==> config.mk <==
export PLATFORM = sky130hd
export DESIGN_NAME = fridge_ctrl_multi
export DESIGN_NICKNAME = d
export VERILOG_FILES = /design/src/rtl/fridge_pkg.sv /design/src/rtl/fridge_ice_fsm.sv /design/src/rtl/fridge_ctrl_multi.sv
export SDC_FILE = /design/constraint.sdc
export NUM_CORES = 1
export LEC_CHECK = 0
export BUFFER_PORTS_ARGS = -buffer_cell sky130_fd_sc_hd__buf_4
export CORE_ASPECT_RATIO = 0.8
export CORE_MARGIN = 2
export CORE_UTILIZATION = 55
export DETAILED_ROUTE_END_ITERATION = 8
export PLACE_DENSITY = 0.86
export SLEW_MARGIN = 20
export SYNTH_ARGS = -nofsm -noshare
export SYNTH_HDL_FRONTEND = slang
export SYNTH_HIERARCHICAL = 1
export SYNTH_SLANG_ARGS = --single-unit
==> constraint.sdc <==
create_clock -name clk -period 4.85 [get_ports clk]
set_clock_uncertainty 0.15 [all_clocks]
set_input_delay 0.2425 -clock clk [delete_from_list [all_inputs] [get_ports clk]]
set_output_delay 0.2425 -clock clk [all_outputs]
set_load 0.005 [all_outputs]
==> src/rtl/fridge_pkg.sv <==
// Shared definitions for the multi-compartment fridge controller.
//   fn_e        : front-panel function codes carried on sel_fn
//   ice_state_e : ice-maker cycle phases
//   max3        : helper used to size the ice phase counter
package fridge_pkg;

  typedef enum logic [1:0] {
    FN_SETP = 2'b00,
    FN_CADD = 2'b01,
    FN_CSUB = 2'b10,
    FN_ICE  = 2'b11
  } fn_e;

  typedef enum logic [1:0] {
    ICE_IDLE,
    ICE_FILL,
    ICE_FREEZE,
    ICE_HARV
  } ice_state_e;

  function automatic int unsigned max3(input int unsigned a,
                                       input int unsigned b,
                                       input int unsigned c);
    int unsigned m;
    m = a;
    if (b > m) m = b;
    if (c > m) m = c;
    return m;
  endfunction

endpackage

==> src/rtl/fridge_ice_fsm.sv <==
// Timed ice-maker cycle: IDLE -> FILL -> FREEZE -> HARVEST -> IDLE.
// A single down-counter times every phase; it is loaded with (phase length - 1)
// on entry and the phase ends when it reaches zero.
//   clk, rst_n : clock, async active-low reset
//   power      : main power; low aborts any cycle to IDLE without ice_done
//   ice_en     : registered enable; sampled only in IDLE
//   ice_fill   : water valve, high during FILL
//   ice_busy   : high whenever not IDLE
//   ice_done   : one-cycle pulse in the last HARVEST cycle
module fridge_ice_fsm
  import fridge_pkg::*;
#(
  parameter int unsigned FILL_CYC   = 4,
  parameter int unsigned FREEZE_CYC = 16,
  parameter int unsigned HARV_CYC   = 2
) (
  input  logic clk,
  input  logic rst_n,
  input  logic power,
  input  logic ice_en,
  output logic ice_fill,
  output logic ice_busy,
  output logic ice_done
);

  localparam int unsigned MAX_CYC = max3(FILL_CYC, FREEZE_CYC, HARV_CYC);
  localparam int unsigned PW      = (MAX_CYC > 1) ? $clog2(MAX_CYC) : 1;

  localparam logic [PW-1:0] FILL_LD   = PW'(FILL_CYC - 1);
  localparam logic [PW-1:0] FREEZE_LD = PW'(FREEZE_CYC - 1);
  localparam logic [PW-1:0] HARV_LD   = PW'(HARV_CYC - 1);

  ice_state_e     state_q, state_d;
  logic [PW-1:0]  cnt_q, cnt_d;

  always_ff @(posedge clk or negedge rst_n) begin
    if (!rst_n) begin
      state_q <= ICE_IDLE;
      cnt_q   <= '0;
    end else begin
      state_q <= state_d;
      cnt_q   <= cnt_d;
    end
  end

  always_comb begin
    state_d  = state_q;
    cnt_d    = cnt_q;
    ice_done = 1'b0;
    ice_fill = (state_q == ICE_FILL);
    ice_busy = (state_q != ICE_IDLE);
    if (!power) begin
      state_d = ICE_IDLE;
      cnt_d   = '0;
    end else begin
      unique case (state_q)
        ICE_IDLE: begin
          if (ice_en) begin
            state_d = ICE_FILL;
            cnt_d   = FILL_LD;
          end
        end
        ICE_FILL: begin
          if (cnt_q == '0) begin
            state_d = ICE_FREEZE;
            cnt_d   = FREEZE_LD;
          end else begin
            cnt_d = cnt_q - PW'(1);
          end
        end
        ICE_FREEZE: begin
          if (cnt_q == '0) begin
            state_d = ICE_HARV;
            cnt_d   = HARV_LD;
          end else begin
            cnt_d = cnt_q - PW'(1);
          end
        end
        ICE_HARV: begin
          if (cnt_q == '0) begin
            state_d  = ICE_IDLE;
            ice_done = 1'b1;
          end else begin
            cnt_d = cnt_q - PW'(1);
          end
        end
        default: begin
          state_d = ICE_IDLE;
          cnt_d   = '0;
        end
      endcase
    end
  end

endmodule

==> src/rtl/fridge_ctrl_multi.sv <==
// Multi-compartment fridge controller.
// Each of NCH channels holds a setpoint, a saturating item counter and a
// hysteresis cooling demand; a shared ice-maker FSM runs timed cycles.
//   clk, rst_n     : clock, async active-low reset
//   power          : main enable; low ignores writes, drops cooling, aborts ice
//   sel_fn/sel_ch  : function code and target channel for a write
//   wr_en/wr_data  : write strobe and operand
//   meas_temp      : packed measured temperatures, ch k at [k*TW +: TW]
//   setpoint       : packed registered setpoints
//   capacity       : packed registered item counts
//   cap_full       : per-channel counter at maximum
//   cool_on        : per-channel cooling demand
//   ice_en         : registered ice-maker enable
//   ice_fill/busy/done : ice-maker status
module fridge_ctrl_multi
  import fridge_pkg::*;
#(
  parameter int unsigned NCH        = 2,
  parameter int unsigned TW         = 5,
  parameter int unsigned CW         = 3,
  parameter int unsigned SP_RST     = 4,
  parameter int unsigned HYST       = 1,
  parameter int unsigned FILL_CYC   = 4,
  parameter int unsigned FREEZE_CYC = 16,
  parameter int unsigned HARV_CYC   = 2
) (
  input  logic                                     clk,
  input  logic                                     rst_n,
  input  logic                                     power,
  input  logic [1:0]                               sel_fn,
  input  logic [((NCH > 1) ? $clog2(NCH) : 1)-1:0] sel_ch,
  input  logic                                     wr_en,
  input  logic [TW-1:0]                            wr_data,
  input  logic [NCH*TW-1:0]                        meas_temp,
  output logic [NCH*TW-1:0]                        setpoint,
  output logic [NCH*CW-1:0]                        capacity,
  output logic [NCH-1:0]                           cap_full,
  output logic [NCH-1:0]                           cool_on,
  output logic                                     ice_en,
  output logic                                     ice_fill,
  output logic                                     ice_busy,
  output logic                                     ice_done
);

  localparam logic [CW-1:0] CAP_MAX = '1;

  fn_e  fn;
  logic wr_ok;
  logic ice_en_q;

  assign fn    = fn_e'(sel_fn);
  // Out-of-range channel selects drop the whole write, ice enable included.
  assign wr_ok = wr_en && power && (32'(sel_ch) < NCH);

  for (genvar k = 0; k < NCH; k++) begin : g_ch
    logic [TW-1:0] sp_q;
    logic [CW-1:0] cap_q;
    logic          cool_q;
    logic [TW-1:0] meas;
    logic          ch_wr;
    logic [CW:0]   delta;
    logic [CW:0]   cap_sum;
    logic [TW:0]   sp_hi;
    logic [TW-1:0] sp_lo;

    assign meas    = meas_temp[k*TW +: TW];
    assign ch_wr   = wr_ok && (32'(sel_ch) == 32'(k));
    assign delta   = (CW+1)'(wr_data[1:0]);
    assign cap_sum = {1'b0, cap_q} + delta;
    // Upper threshold carries an extra bit so sp near full scale cannot wrap;
    // the lower threshold floors at zero.
    assign sp_hi   = {1'b0, sp_q} + (TW+1)'(HYST);
    assign sp_lo   = (sp_q > TW'(HYST)) ? sp_q - TW'(HYST) : '0;

    always_ff @(posedge clk or negedge rst_n) begin
      if (!rst_n) begin
        sp_q   <= TW'(SP_RST);
        cap_q  <= '0;
        cool_q <= 1'b0;
      end else begin
        if (ch_wr && fn == FN_SETP) sp_q <= wr_data;
        if (ch_wr && fn == FN_CADD)
          cap_q <= (cap_sum > {1'b0, CAP_MAX}) ? CAP_MAX : cap_sum[CW-1:0];
        if (ch_wr && fn == FN_CSUB)
          cap_q <= (delta > {1'b0, cap_q}) ? '0 : cap_q - delta[CW-1:0];
        if (!power)                   cool_q <= 1'b0;
        else if ({1'b0, meas} > sp_hi) cool_q <= 1'b1;
        else if (meas < sp_lo)         cool_q <= 1'b0;
      end
    end

    assign setpoint[k*TW +: TW] = sp_q;
    assign capacity[k*CW +: CW] = cap_q;
    assign cap_full[k]          = (cap_q == CAP_MAX);
    assign cool_on[k]           = cool_q;
  end

  always_ff @(posedge clk or negedge rst_n) begin
    if (!rst_n)                     ice_en_q <= 1'b0;
    else if (wr_ok && fn == FN_ICE) ice_en_q <= wr_data[0];
  end

  assign ice_en = ice_en_q;

  fridge_ice_fsm #(
    .FILL_CYC  (FILL_CYC),
    .FREEZE_CYC(FREEZE_CYC),
    .HARV_CYC  (HARV_CYC)
  ) u_ice (
    .clk     (clk),
    .rst_n   (rst_n),
    .power   (power),
    .ice_en  (ice_en_q),
    .ice_fill(ice_fill),
    .ice_busy(ice_busy),
    .ice_done(ice_done)
  );

endmodule

==> flow_summary.yaml <==
pwr:
  power.leakage_uw: 0.00139
  peakVddDrop_uv: 278
  power.density_mw_per_mm2: 443
  p_total_uw: 1270
cells_and_area:
  final_cell_area_mm2: 0.00286
  fillCellCount: 339
  multi_input_area_mm2: 0.00168
  final-seq-area_um2: 628
  antennaDiodeCount: 0
  area_growth_pct: 17.4
  final_util_pct: 67.6
  drive_above_1_share_pct: 20.6
  layout.nets: 375
worst_setup_path:
  ff2ff_setup_slack_ps: 2550
  cp-end-kind: "flop"
  cp_max_fo: 9
  crit_type: "flop to flop"
  startpoint_type: "flop"
  critPathArrivalTime_ps: 2330
  crit_required_ps: 4890
die:
  ios: 46
  die_h_um: 63.5
  die_x_um: 78.4
  core_area_mm2: 0.00423
  initial_core_util_pct: 57.6
  dieArea_mm2: 0.00498
  fp-row-count: 21
grt:
  grt_max_degree: 26
  gr-total-overflow: 0
  grt_usage_pct: 23.6
  grt_pass1_wl_mm: 9.45
  antenna_found_initial: 0
  first_global_vias: 2123
yosys:
  yosysMostFrequentCell: "ha_1"
  netlist.top_cell.by_area: "dfrtp_1"
  synth_cell_types: 57
  synth-seq-cells: 25
  synth_edf_count: 0
  synth_cells: 268
  synth_flop_cell: "dfrtp_1"
  ys_warn_count: 6
  synth_nets: 332
  synth_top_area_share_pct: 23.6
  synth.avg_cell_area_um2: 9.09
  ys_seq_area_share_pct: 25.8
  postSynth.asyncResetShare_pct: 100
  synth_area_leaders: "dfrtp_1, ha_1, inv_1"
  synthTopCellsByCount: "ha_1, dfrtp_1, inv_1, nand2_1, nor2_1"
  syn-cell-area_mm2: 0.00244
sta:
  slew_headroom_pct: 56.1
  min_period_ps: 2300
  drv_slew: 0
  final-setup-viol-count: 0
  fmax_ghz: 0.435
  period_share_pct: 47.3
  tightest_slew_ps: 653
  hold_viol_final: 0
  setup_tns_ps: 0
  hold_ws_ps: 70.6
  rsz0062_at_grt: "false"
clock_tree:
  htreeDepth: 1
  ctsHoldBuffers: 1
  numCtsBuffers: 3
  insertion_delay_ps: 270
  cts.sink_count: 25
  postCtsSetupBuffers: 0
  cts_root_buffer: "clkbuf_8"
  tritoncts: "yes"
  clockBufferDepth: 2
  clk_pin_slew_ps: 90
  cts_resized: 0
drt:
  routed-via-count: 2165
  via_per_inst: 5.90
  wire_per_inst_um: 15.1
  ant_nets: 0
  drt-total-wl_mm: 5.54
  drt_iter0_drc: 140
  drt-pass1-iter-count: 4
  drc_errors: 0
run:
  drv_cap: 0
placement:
  place_hpwl_mm: 4.39
  dpl-instance-area_mm2: 0.00281
  io_buffers: 45
  gp_routability_congestion: 0.897
run_status:
  outcome: "finished, final reports clean"
worst_hold_path:
  hp-class: "input pin to flop"
## state kept, by name, summed over array words and instances (netlist names)
register and flops:
u_ice/cnt_q 4, g_ch.sp_q 10, u_ice/state_q 2, g_ch.cool_q 2, ice_en 1, g_ch.cap_q 6
## placed cells by master (no fill, tap or decap), types with 4 or more instances in the layout
master / n
nand2_1: 22
nor2b_1: 6
dfrtp_1: 23
buf_4: 45
inv_1: 23
mux2_4: 4
nor2_1: 14
nand2b_1: 4
o21ai_0: 11
ha_1: 38
nand3_1: 10
fa_1: 4
nor3_1: 5
xor2_1: 7
a21oi_1: 12
mux2i_1: 5
mux2_2: 4
o31ai_1: 6
nand4_1: 5
## stage by stage
step,instances,worst slack [ps]
after floorplan,268,2700
after global placement,362,2720
after detailed placement,362,2580
after CTS,367,2570
after global routing,367,2430
final,367,2550
## final timing paths
path,cells past startpoint,end,startpoint
setup reg to reg,9,g_ch[1].cool_q,g_ch[1].sp_q[0]
setup / recovery,9,g_ch[1].cool_q,g_ch[1].sp_q[0]
max in group asynchronous,2,g_ch[1].sp_q[2],rst_n
min in group asynchronous,2,g_ch[0].cap_q[0],rst_n
hold reg to reg,1,ice_en,ice_en
hold / removal,2,g_ch[1].sp_q[3],wr_data[3]
## per-layer routing
metal  routed length (um)  vias up  track usage [%]
met5                    0        -                0
met4                   91        0             7.24
met3                  243       10             4.01
met2                 2570       64             39.1
met1                 2630     1033             31.5
li1                     -     1058                -
## kinds of logic (layout without fill, tap and decap cells)
kind of cell,Yosys count,count (layout),synth area share (%)
xor+xnor,9,9,3.24
fa+ha+maj,42,42,22.8
mux,13,13,6.37
simple gates,85,85,18.6
flops,25,25,25.8
buf+inv,32,74,5.34
compound gates,62,62,17.8
## power by group
part	internal (uW)	total [uW]	switching, uW
registers	282	398	116
logic	377	744	367
clock network	58.7	125	66.1
total	718	1270	549
## cell type report
cell class	count	area share, %
repair buffers	46	12.2
well taps	57	2.49
flip-flops and latches	25	22.0
clock buffers	4	1.57
multi-input cells	211	58.7
inverters	24	3.15
## critical path, stage by stage, from the launching register on
cell      delay [ps]
dfrtp_1          490
inv_1            150
ha_1             200
nand2_1           90
nor4_1           300
a21oi_1           80
ha_1             310
nand4_1          100
a311o_1          270
o211ai_1          80
No activity file was read; power rests on OpenSTA's default activity.
